$ cat src/rtl/core_sequencer.sv
// core_sequencer: streams a program image into core imem, pulses core start, then times the run until done.
// Optional RUN watchdog (TOUT state, timeout flag) is built when CORE_SEQ_WATCHDOG_EN is defined.
module core_sequencer #(
    parameter int D = 12,
    parameter int W = 9,
    parameter int CW = 16,
    parameter int START_CYC = 2,
    parameter logic [CW-1:0] TIMEOUT = CW'(4000)
) (
    input  logic          clk,
    input  logic          rst_n,
    input  logic          go,
    input  logic          prog_valid,
    input  logic [W-1:0]  prog_word,
    input  logic          prog_last,
    output logic          prog_ready,
    output logic          imem_we,
    output logic [D-1:0]  imem_addr,
    output logic [W-1:0]  imem_wdata,
    output logic          core_start,
    input  logic          core_done,
    output logic          busy,
    output logic          finished,
    output logic          err_overflow,
    output logic [D:0]    load_count,
    output logic [CW-1:0] cycle_count,
    output logic          timeout
);
    localparam int SW = $clog2(START_CYC + 1);
    typedef enum logic [2:0] {
        IDLE, LOAD, START, RUN, DONE, ERROR
`ifdef CORE_SEQ_WATCHDOG_EN
        , TOUT
`endif
    } state_t;
    state_t state, state_n;
    logic [SW-1:0] sc, sc_n;
    logic [D:0] lc_n;
    logic [CW-1:0] cc_n, cc_inc;
    logic accept;
    assign prog_ready = state == LOAD;
    assign accept = prog_valid & prog_ready;
    assign imem_we = accept;
    assign imem_addr = prog_ready ? load_count[D-1:0] : '0;
    assign imem_wdata = prog_ready ? prog_word : '0;
    assign core_start = state == START;
    assign busy = state == LOAD || state == START || state == RUN;
    assign finished = state == DONE;
    assign err_overflow = state == ERROR;
    assign cc_inc = (cycle_count == '1) ? cycle_count : cycle_count + 1'b1;
`ifdef CORE_SEQ_WATCHDOG_EN
    assign timeout = state == TOUT;
`else
    logic unused_timeout;
    assign unused_timeout = ^TIMEOUT;
    assign timeout = 1'b0;
`endif
    // Every non-busy state (IDLE/DONE/ERROR/TOUT) accepts go
    always_comb begin
        state_n = state;
        sc_n = sc;
        lc_n = load_count;
        cc_n = cycle_count;
        if (go && !busy) begin
            state_n = LOAD;
            lc_n = '0;
            cc_n = '0;
        end
        if (accept) begin
            lc_n = load_count + 1'b1;
            sc_n = '0;
            state_n = prog_last ? START : (&load_count[D-1:0]) ? ERROR : LOAD;
        end
        if (state == START) begin
            sc_n = sc + 1'b1;
            state_n = (sc == SW'(START_CYC - 1)) ? RUN : START;
        end
        if (state == RUN) begin
            cc_n = cc_inc;
            state_n = core_done ? DONE : RUN;
`ifdef CORE_SEQ_WATCHDOG_EN
            if (!core_done && cc_inc == TIMEOUT) state_n = TOUT;
`endif
        end
    end
    always_ff @(posedge clk or negedge rst_n) begin
        if (!rst_n) begin
            state <= IDLE;
            sc <= '0;
            load_count <= '0;
            cycle_count <= '0;
        end else begin
            state <= state_n;
            sc <= sc_n;
            load_count <= lc_n;
            cycle_count <= cc_n;
        end
    end
endmodule

$ cat config.mk
export PLATFORM = sky130hd
export DESIGN_NAME = core_sequencer
export DESIGN_NICKNAME = d
export VERILOG_FILES = /design/src/rtl/core_sequencer.sv
export SDC_FILE = /design/constraint.sdc
export NUM_CORES = 1
export LEC_CHECK = 0
export ABC_CLOCK_PERIOD_IN_PS = 2600
export BUFFER_PORTS_ARGS = -buffer_cell sky130_fd_sc_hd__buf_4
export CAP_MARGIN = 20
export CORE_UTILIZATION = 48
export CTS_BUF_LIST = sky130_fd_sc_hd__clkbuf_2 sky130_fd_sc_hd__clkbuf_4 sky130_fd_sc_hd__clkbuf_8
export DETAILED_ROUTE_END_ITERATION = 16
export GPL_TIMING_DRIVEN = 0
export PLACE_DENSITY = 0.85
export REMOVE_ABC_BUFFERS = 1
export SKIP_CTS_REPAIR_TIMING = 1
export SYNTH_ARGS = -nofsm -noshare
export SYNTH_HDL_FRONTEND = slang
export SYNTH_SLANG_ARGS = --single-unit
$ cat constraint.sdc
create_clock -name clk -period 2.6 [get_ports clk]
set_input_delay 0 -clock clk [delete_from_list [all_inputs] [get_ports clk]]
set_output_delay 0 -clock clk [all_outputs]
set_load 0.03 [all_outputs]
# After elaboration in Yosys (flattened, before gate mapping)
# Cells that the tools add are included.
# op_classes
n_addsub,3
eq_ne,8
n_mux,17
n_bitwise,1
reduce_logical,10
# ops
cell,n
16-bit 2-to-1 mux,3
13-bit 2-to-1 mux,2
3-bit 2-to-1 mux,7
16-bit by 1-bit adder with 16-bit output (second input constant),1
16-bit == test (second input constant),1
13-bit by 1-bit adder with 13-bit output (second input constant),1
12-bit 2-to-1 mux,1
12-bit AND reduction,1
9-bit 2-to-1 mux,1
3-bit by 2-bit == test with 1-bit output (second input constant),2
3-bit == test (second input constant),2
2-bit nonzero test,3
2-bit 2-to-1 mux,2
4-bit nonzero test,1
3-bit by 1-bit == test with 1-bit output (second input constant),1
2-bit by 1-bit adder with 2-bit output (second input constant),1
2-bit by 1-bit == test with 1-bit output (second input constant),1
1-bit logical OR,2
2-bit inequality test (second input constant),1
2-bit AND reduction,1
1-bit bitwise AND,1
1-bit logical AND,1
1-bit logical NOT,1
1-bit 2-to-1 mux,1
# word_totals
reg_bits,34
in_bits,15
elab_cells,43

# Depth between registers and ports, before layout
# Gate-level depths: netlist (run 1).
# depth
ltp_word,9
depth_mapped,7
ltp_nobuf,5

# Worst setup path after synthesis (run 1)
# Ideal clock, no wire load.
# synth_path
kind,reg-to-reg
start,register cycle_count[2]
end,register cycle_count[15]
setup_time_ns,0.078
arrival_ns,2.012
required_time_ns,2.522
path_slack_ns,0.510
path_stages_with_launch,6
path_cell_list,dfrtp_1 nand3_1 or4_1 buf_2 or4_1 a21oi_1
# synth_via
elab_chain_len,3
elab_cells_between_ends,6
cone_classes,add/sub: 1; eq/ne: 2; mux: 2; reduce/logical: 1
# synth_rtl
item,line_no,rtl
from (decl),26,"output logic [CW-1:0] cycle_count,"
from (signal assigned),96,cycle_count <= cc_n;
16-bit by 1-bit adder with 16-bit output / 16-bit == test (equally long branches),50,assign cc_inc = (cycle_count == '1) ? cycle_count : cycle_count + 1'b1;
16-bit 2-to-1 mux / 2-bit inequality test (equally long branches),--,
16-bit 2-to-1 mux / 2-bit AND reduction (equally long branches),--,
# Parallel ways exist; a longest one is shown, timed or not. The select of a mux whose other input is x is not followed.
# A chain may end at the register's enable or synchronous reset.

# Final worst setup path (run 1)
# layout_path
start,register state[0]
end,register load_count[11]
# layout_via
elab_chain_len,6
elab_cells_between_ends,10
cone_classes,eq/ne: 3; mux: 1; bitwise: 1; reduce/logical: 5
# layout_rtl
item,line_no,rtl
from (decl),36,"state_t state, state_n;"
from (signal assigned),93,state <= state_n;
3-bit by 1-bit == test with 1-bit output / 3-bit by 2-bit == test with 1-bit output (equally long branches),"41, 47",
1-bit logical OR (2 in a row),47,assign busy = state == LOAD || state == START || state == RUN;
1-bit logical NOT,64,if (go && !busy) begin
1-bit logical AND,64,
2-bit nonzero test (no source line),--,
to (signal assigned),95,load_count <= lc_n;
to (decl),25,"output logic [D:0] load_count,"
# Parallel ways exist; a longest one is shown, timed or not.

==> run summary, run 1 <==
Final Setup Violations = 0
Initial antenna violation count = 0
Tmin final = 2.21 ns
DR DRC count = 0
Total GRT Usage = 22.7%
End of the worst hold path = state[2]$_DFFE_PN0P_
Fin cells = 341
VDD IR-drop max = 0.520 mV
Mapped Avg Cell Area = 9.06 sq um
Min-Delay Startpoint = go
Ports = 72
Cell Area, Synth = 0.00202 sq mm
# clock sinks = 34
R2r startpoint = state[0]$_DFFE_PN0P_
Initial cell density of the core = 50.2%
Top_reg_cell synth = dfrtp_1
Synth Instances = 223
Layout Skew = 0.00630 ns
Placeable Area = 0.00403 sq mm
Wirelength per Cell = 14.2 um
EDFF count, synth = 0
Power share of the clock group = 19.1%
Largest net degree at the start of global routing = 35
Crit share post-route = 84.9%
Routed wire length = 4840 um
Max_slew headroom = 38.7%
Die Ht = 66.9 um
Synth Register Bits = 34
GPL Wtd Cong = 0.795
Synth cell types = 45
Gr ovfl total = 0
Die area = 0.00447 sq mm
FF-to-FF End = load_count[11]$_DFFE_PN0P_
RSZ-0062 raised after global routing = no
Switching Fraction = 44.4%
CP arrival = 2.38 ns
Row count = 23
CTS clk-pin slew, worst paths = 0.07 ns
Total negative setup slack = 0 ns
Outcome = finished, final reports clean
Required @ worst endpoint = 2.77 ns
Most used routing layer = met2
Asr flop ratio synth = 100%
P_int = 0.00120 W
Routed Antenna Nets = 0
CP Class = reg -> reg
Layout area overhead = 32.3%
Number of global-route vias before repair = 1630
CTS Buf Count = 5
Syn. warnings = 0
Fin. Hold Viols = 0
Hold_ws = 0.0623 ns
Via density = 5.74
Met2 usage = 37.0%
H-tree levels = 2
Worst Tran Pin Value = 0.916 ns
Max Cap Violations = 0
Power density cells = 806 mW/mm^2
CTS max path bufs = 2
Worst hold path class = in -> reg
Fin util = 66.3%
Crit Path Max Fanout = 12
# diodes = 0
I/O Buffers = 70
Flop pwr share = 34.4%
Via count = 1958
Number of DRC markers in iteration 0 = 161
Gate power share = 46.5%
First-pass GRT wire length = 7700 um
Psw = 0.000957 W
Startpoint Class = flip-flop
M1 GR Usage = 30.3%
R2R cell count = 4
Share of layout cells above drive strength 1 = 27.8%
Router iterations before antenna repair = 4
Placed instance count = 330
Maximum operating frequency = 453 MHz
Final slew viol count = 0
Post-detail-place hpwl = 3390 um
CTS tree = built
Post-layout nets = 308
Clock Latency Late Sink = 0.28 ns
Reg2reg setup slack = 0.39 ns
Met3 usage = 4.11%
P_leak = 1.28 nW
Root Buffer = clkbuf_8
Die X = 66.9 um
CP Capture Type = flip-flop
Post-synthesis sequential area ratio = 42.1%
Hold Path Cell Cnt = 3
[registers in the layout, indices dropped and copies added (netlist names)]
register     cells
load_count      13
cycle_count     16
state            3
sc               2
[cells by family after synthesis]
logic type / synth area share (%)
buffers and inverters: 4.40
adder cells (fa/ha/maj): 1.86
AO/OA/AOI/OAI: 15.2
multiplexers: 4.46
AND/OR/NAND/NOR: 31.3
flip-flops: 42.1
XOR/XNOR: 0.434
other: 0.186
[Yosys cell counts (3+ instances only)]
cell type,number,area (sq um)
nand2b_1,4,25.0
nor3_1,6,30.0
nand3_1,13,65.1
nand4_1,10,62.6
and2_1,23,144
ha_1,3,37.5
nor2_1,8,30.0
or4_1,8,60.1
o21ai_0,12,60.1
a21oi_1,13,65.1
dfrtp_1,34,851
inv_1,6,22.5
clkbuf_1,8,30.0
nand2_1,18,67.6
mux2i_1,9,90.1
o31ai_1,6,45.0
and3_1,4,25.0
[cell type report]
type                       instances  area [sq um]
sequential                        34           851
inverter                           6          22.5
clock inverter                     1          5.00
fill                             338          1360
tap                               50          62.6
multi-input combinational        170          1090
timing repair buffer              73           556
clock buffer                       7          90.1
[worst max-delay path, stage by stage (launching register included)]
cell and delay, ns:
dfrtp_1 0.57, nand4bb_1 0.49, inv_1 0.48, a21oi_1 0.22
a211o_1 0.34
[worst max path at each step]
stage | startpoint | to | slack (ns) | depth (start not counted)
2_1_floorplan | state[0]$_DFFE_PN0P_ | imem_addr[0] | 0.18 | 2
3_3_place_gp | state[0]$_DFFE_PN0P_ | imem_addr[5] | 0.35 | 3
3_5_place_dp | state[1]$_DFFE_PN0P_ | load_count[11]$_DFFE_PN0P_ | 0.43 | 4
4_1_cts | state[1]$_DFFE_PN0P_ | load_count[11]$_DFFE_PN0P_ | 0.42 | 4
5_1_grt | state[1]$_DFFE_PN0P_ | load_count[2]$_DFFE_PN0P_ | 0.20 | 5
6_report | state[0]$_DFFE_PN0P_ | load_count[11]$_DFFE_PN0P_ | 0.39 | 4
[per-stage QoR]
stage | power (W) | setup slack (ns) | cell area, sq um
4_1_cts | 0.00216 | 0.422 | 2640
3_3_place_gp | 0.00171 | 0.348 | 2540
2_1_floorplan | 0.00137 | 0.177 | 1950
5_1_grt | 0.00228 | 0.203 | 2670
6_report | 0.00215 | 0.394 | 2670
3_5_place_dp | 0.00175 | 0.427 | 2550
[routing by layer]
metal | up-vias | routed length, um | share of wire [%]
li1 | 952 | - | -
met1 | 940 | 2170 | 45
met2 | 61 | 2420 | 50
met3 | 5 | 200 | 4.1
met4 | 0 | 45 | 0.93
met5 | - | 0 | 0
[power groups by stage]
stage          Combinational, W  Clock, W  Sequential (W)
2_1_floorplan          0.000580         0        0.000794
3_3_place_gp           0.000976         0        0.000737
3_5_place_dp            0.00100         0        0.000746
4_1_cts                 0.00101  0.000415        0.000739
5_1_grt                 0.00108  0.000443        0.000759
6_report                0.00100  0.000411        0.000741
[cells in the final DEF (no fill, tap or decap), drive strengths merged, types with 7 or more instances in the layout]
cell    Yosys  final
a21oi      13     13
and2       23     23
buf         5     70
clkbuf      8      7
dfrtp      34     34
mux2i       9      9
nand2      18     18
nand3      13     13
nand4      10     10
nor2        8      8
o21ai      12     12
or4         8      8
(Power assumes the default switching activity.)
==> run 2, diff against run 1 <==
--- a/config.mk
+++ b/config.mk
@@ -5,10 +5,10 @@
 export SDC_FILE = /design/constraint.sdc
 export NUM_CORES = 1
 export LEC_CHECK = 0
-export ABC_CLOCK_PERIOD_IN_PS = 2600
+export ABC_CLOCK_PERIOD_IN_PS = 1800
 export BUFFER_PORTS_ARGS = -buffer_cell sky130_fd_sc_hd__buf_4
 export CAP_MARGIN = 20
-export CORE_UTILIZATION = 48
+export CORE_UTILIZATION = 46
 export CTS_BUF_LIST = sky130_fd_sc_hd__clkbuf_2 sky130_fd_sc_hd__clkbuf_4 sky130_fd_sc_hd__clkbuf_8
 export DETAILED_ROUTE_END_ITERATION = 16
 export GPL_TIMING_DRIVEN = 0
==> constraint.sdc (replaced) <==
create_clock -name clk -period 1.8 [get_ports clk]
set_input_delay 0 -clock clk [delete_from_list [all_inputs] [get_ports clk]]
set_output_delay 0 -clock clk [all_outputs]
set_load 0.03 [all_outputs]
==> run summary, run 2 (same netlist as run 1, synthesis figures left out) <==
Outcome = finished with violations
Violated checks = negative setup slack
Min-Delay Startpoint = go
H-tree levels = 2
Hold_ws = 0.0674 ns
Crit Path Max Fanout = 7
Initial antenna violation count = 0
First-pass GRT wire length = 7840 um
Met2 usage = 36.5%
Number of global-route vias before repair = 1674
Router iterations before antenna repair = 6
Number of DRC markers in iteration 0 = 148
CP Capture Type = flip-flop
Top Registers = cycle_count: 16 flops, load_count: 13 flops, state: 3 flops
Routed Antenna Nets = 0
Gr ovfl total = 0
Commonest non-fill, non-tap cell in the layout = buf_4
R2R cell count = 5
Most flops, register = cycle_count
P_int = 0.00202 W
Die Ht = 68.3 um
Row count = 23
CTS Buf Count = 5
Reg2reg setup slack = -0.07 ns
I/O Buffers = 70
Clock Latency Late Sink = 0.30 ns
Switching Fraction = 43.7%
Tmin final = 1.87 ns
Share of layout cells above drive strength 1 = 42.3%
Final slew viol count = 0
Via density = 5.85
Required @ worst endpoint = 2.02 ns
CP Class = reg -> reg
Root Buffer = clkbuf_8
Die X = 68.3 um
Fillers = 276
Total GRT Usage = 22.8%
RSZ-0062 raised after global routing = yes
Via count = 2158
CTS tree = built
Gate power share = 52.5%
Startpoint Class = flip-flop
Ports = 72
Routed wire length = 5900 um
R2r startpoint = cycle_count[1]$_DFFE_PN0P_
Power share of the clock group = 16.8%
Worst Tran Pin Value = 0.631 ns
Post-layout nets = 336
Layout Skew = 0.0109 ns
Psw = 0.00157 W
Largest register FFs = 16
End of the worst hold path = state[2]$_DFFE_PN0P_
Met3 usage = 3.33%
Initial cell density of the core = 49.1%
Hold Path Cell Cnt = 3
Fin worst setup slack = -0.0732 ns
Fin. Hold Viols = 0
CTS clk-pin slew, worst paths = 0.08 ns
P_leak = 1.45 nW
Worst hold path class = in -> reg
Crit share post-route = 104%
Area taken by multi-input logic gates = 0.00121 sq mm
Most frequent cells in the layout = buf_4, dfrtp_1, and2_1, nand2_1, nand3_1
Power density cells = 1170 mW/mm^2
Largest net degree at the start of global routing = 35
Fin util = 74.4%
CTS max path bufs = 2
Register area = 863 sq um
GPL Wtd Cong = 0.812
Final Setup Violations = 4
VDD IR-drop max = 0.964 mV
CP arrival = 2.10 ns
Placeable Area = 0.00412 sq mm
Flop pwr share = 30.7%
Maximum operating frequency = 534 MHz
Max_slew headroom = 57.9%
FF-to-FF End = cycle_count[12]$_DFFE_PN0P_
Layout area overhead = 51.5%
Post-detail-place hpwl = 3430 um
Max Cap Violations = 0
DR DRC count = 0
Wirelength per Cell = 16.0 um
Most used routing layer = met2
M1 GR Usage = 29.7%
# diodes = 0
# clock sinks = 34
Die area = 0.00466 sq mm
[run 2: how the worst max path moves through the flow]
stage / from / end / slack (ns) / cells past startpoint
floorplan: state[0]$_DFFE_PN0P_ / imem_addr[0] / -0.62 / 2
global placement: state[0]$_DFFE_PN0P_ / imem_addr[5] / -0.44 / 3
detailed placement: state[0]$_DFFE_PN0P_ / load_count[11]$_DFFE_PN0P_ / -0.42 / 4
CTS: state[0]$_DFFE_PN0P_ / load_count[11]$_DFFE_PN0P_ / -0.43 / 4
global route: cycle_count[1]$_DFFE_PN0P_ / cycle_count[12]$_DFFE_PN0P_ / -0.12 / 5
finish: cycle_count[1]$_DFFE_PN0P_ / cycle_count[12]$_DFFE_PN0P_ / -0.07 / 5
[run 2: metrics by stage]
step / total power [W] / cell area [sq um] / worst slack (ns) / std cells / TNS [ns]
5_1_grt: 0.00378 / 3060 / -0.122 / 369 / -2.21
3_5_place_dp: 0.00251 / 2550 / -0.420 / 330 / -7.27
6_report: 0.00359 / 3060 / -0.0732 / 369 / -0.163
4_1_cts: 0.00311 / 2640 / -0.429 / 338 / -14.05
3_3_place_gp: 0.00247 / 2540 / -0.440 / 330 / -15.72
2_1_floorplan: 0.00199 / 1950 / -0.623 / 210 / -16.60
[run 2: layout make-up]
class                      instances  area share (%)
inverter                           6           0.776
timing repair buffer             101            26.3
clock inverter                     2           0.409
sequential                        34            28.2
multi-input combinational        170            39.6
tap                               50            2.04
clock buffer                       6            2.70
[run 2: per-layer routing]
metal	vias up	wire (um)
met5	-	0
met4	0	108
met3	9	427
met2	100	3110
met1	1034	2250
li1	1015	-
[run 2: critical path: stages, from the launching register on]
cell     delay, ns
dfrtp_2       0.43
ha_4          0.16
nand4_1       0.22
or2_4         0.34
or4_1         0.52
a21oi_2       0.12
[run 2: power by group through the flow]
stage          Sequential [W]  Clock [W]  Combinational, W
3_5_place_dp          0.00107          0           0.00144
5_1_grt               0.00113   0.000640           0.00202
3_3_place_gp          0.00106          0           0.00140
2_1_floorplan         0.00115          0          0.000838
6_report              0.00110   0.000603           0.00188
4_1_cts               0.00106   0.000608           0.00144
==> run 3, diff against run 2 <==
--- a/config.mk
+++ b/config.mk
@@ -5,13 +5,14 @@
 export SDC_FILE = /design/constraint.sdc
 export NUM_CORES = 1
 export LEC_CHECK = 0
-export ABC_CLOCK_PERIOD_IN_PS = 1800
+export ABC_CLOCK_PERIOD_IN_PS = 2000
 export BUFFER_PORTS_ARGS = -buffer_cell sky130_fd_sc_hd__buf_4
 export CAP_MARGIN = 20
-export CORE_UTILIZATION = 46
+export CORE_UTILIZATION = 48
 export CTS_BUF_LIST = sky130_fd_sc_hd__clkbuf_2 sky130_fd_sc_hd__clkbuf_4 sky130_fd_sc_hd__clkbuf_8
 export DETAILED_ROUTE_END_ITERATION = 16
 export GPL_TIMING_DRIVEN = 0
+export HOLD_SLACK_MARGIN = 0.06
 export PLACE_DENSITY = 0.85
 export REMOVE_ABC_BUFFERS = 1
 export SKIP_CTS_REPAIR_TIMING = 1
==> constraint.sdc (replaced) <==
create_clock -name clk -period 2 [get_ports clk]
set_input_delay 0 -clock clk [delete_from_list [all_inputs] [get_ports clk]]
set_output_delay 0 -clock clk [all_outputs]
set_load 0.03 [all_outputs]
==> run summary, run 3 (same netlist as run 1, synthesis figures left out) <==
DR DRC count = 0
# clock sinks = 34
Routed wire length = 5200 um
R2r startpoint = state[2]$_DFFE_PN0P_
Number of DRC markers in iteration 0 = 171
Crit Path Max Fanout = 12
Clock Latency Late Sink = 0.28 ns
Maximum operating frequency = 513 MHz
Required @ worst endpoint = 2.22 ns
Routed Antenna Nets = 0
Startpoint Class = flip-flop
Largest net degree at the start of global routing = 35
Root Buffer = clkbuf_8
Layout Skew = 0.00656 ns
Initial cell density of the core = 50.2%
End of the worst hold path = state[2]$_DFFE_PN0P_
CP Capture Type = flip-flop
Placeable Area = 0.00403 sq mm
Placed instance count = 330
CTS Buf Count = 5
# diodes = 0
Max_slew headroom = 58.4%
Gr ovfl total = 0
Critical path's slowest cell = or4_1
Wirelength per Cell = 14.7 um
CP Class = reg -> reg
Highest cell delay on the worst timing path = 0.65 ns
Final Setup Violations = 0
Crit share post-route = 97.5%
Final slew viol count = 0
CP top delay family = simple AND/OR/NAND/NOR gates
Tmin final = 1.95 ns
Initial antenna violation count = 0
P_leak = 1.35 nW
Top Registers = cycle_count: 16 flops, load_count: 13 flops, state: 3 flops
GPL Wtd Cong = 0.795
CTS clk-pin slew, worst paths = 0.07 ns
Row count = 23
Via count = 2021
Die area = 0.00447 sq mm
Share of layout cells above drive strength 1 = 35.2%
Bufs and invs on worst path = 1
Total Power = 0.00302 W
Die X = 66.9 um
Number of global-route vias before repair = 1630
Fin worst setup slack = 0.0507 ns
Placement-stage cell area = 0.00255 sq mm
Via density = 5.71
Final instance area = 0.00283 sq mm
Worst Tran Pin Value = 0.624 ns
Commonest non-fill, non-tap cell in the layout = buf_4
Reg2reg setup slack = 0.05 ns
First-pass GRT wire length = 7700 um
CTS tree = built
CTS max path bufs = 2
Outcome = finished, final reports clean
Post-layout nets = 321
I/O Buffers = 70
Post-detail-place hpwl = 3390 um
Critical-path cell list = buf_4 > nand4bb_4 > or4_1 > o21ai_0 > and2_1
R2R cell count = 5
Router iterations before antenna repair = 4
Fin. Hold Viols = 0
Layout area overhead = 39.8%
Most flops, register = cycle_count
Max Cap Violations = 0
VDD IR-drop max = 0.772 mV
Min-Delay Startpoint = go
Fin cells = 354
Total GRT Usage = 22.7%
Hold_ws = 0.0650 ns
Largest register FFs = 16
Most frequent cells in the layout = buf_4, dfrtp_1, and2_1, nand2_1, nand3_1
CP arrival = 2.17 ns
Worst hold path class = in -> reg
H-tree levels = 2
Placement Setup Slack = -0.173 ns
Hold Path Cell Cnt = 3
Power density cells = 1070 mW/mm^2
FF-to-FF End = state[2]$_DFFE_PN0P_
Ports = 72
Die Ht = 66.9 um
run 3: cell type report:
class | count | area (sq um)
multi-input combinational | 170 | 1130
timing repair buffer | 86 | 653
clock buffer | 7 | 90.1
tap | 50 | 62.6
fill | 313 | 1200
sequential | 34 | 860
clock inverter | 1 | 5.00
inverter | 6 | 22.5
run 3: routing by layer:
layer	vias up	GRT usage, %	routed length, um
met5	-	0	0
met4	0	6.91	46
met3	4	4.11	214
met2	55	37.0	2720
met1	980	30.3	2210
li1	982	-	-
run 3: worst register-to-register path, cell delays in order (launching register included):
cell,delay (ns)
dfrtp_2,0.42
buf_4,0.16
nand4bb_4,0.34
or4_1,0.65
o21ai_0,0.18
and2_1,0.14
run 3: worst max path at each step:
stage | depth (start not counted) | slack [ns] | startpoint | to
6_report | 5 | 0.05 | state[2]$_DFFE_PN0P_ | state[2]$_DFFE_PN0P_
5_1_grt | 5 | -0.05 | state[2]$_DFFE_PN0P_ | state[2]$_DFFE_PN0P_
4_1_cts | 4 | -0.18 | state[1]$_DFFE_PN0P_ | load_count[11]$_DFFE_PN0P_
3_5_place_dp | 4 | -0.17 | state[1]$_DFFE_PN0P_ | load_count[11]$_DFFE_PN0P_
3_3_place_gp | 3 | -0.25 | state[0]$_DFFE_PN0P_ | imem_addr[5]
2_1_floorplan | 2 | -0.42 | state[0]$_DFFE_PN0P_ | imem_addr[0]
run 3: report_power, final:
part	total (W)	internal (W)	leakage [nW]	switching [W]
clock network	0.000538	0.000291	0.0517	0.000247
registers	0.000942	0.000795	0.452	0.000147
logic	0.00154	0.000618	0.851	0.000927
run 3: per-stage QoR:
step	utilization [%]	TNS, ns
2_1_floorplan	-	-9.11
3_3_place_gp	63.1	-6.64
3_5_place_dp	63.2	-1.80
4_1_cts	65.6	-4.38
5_1_grt	70.1	-0.0970
6_report	70.1	0
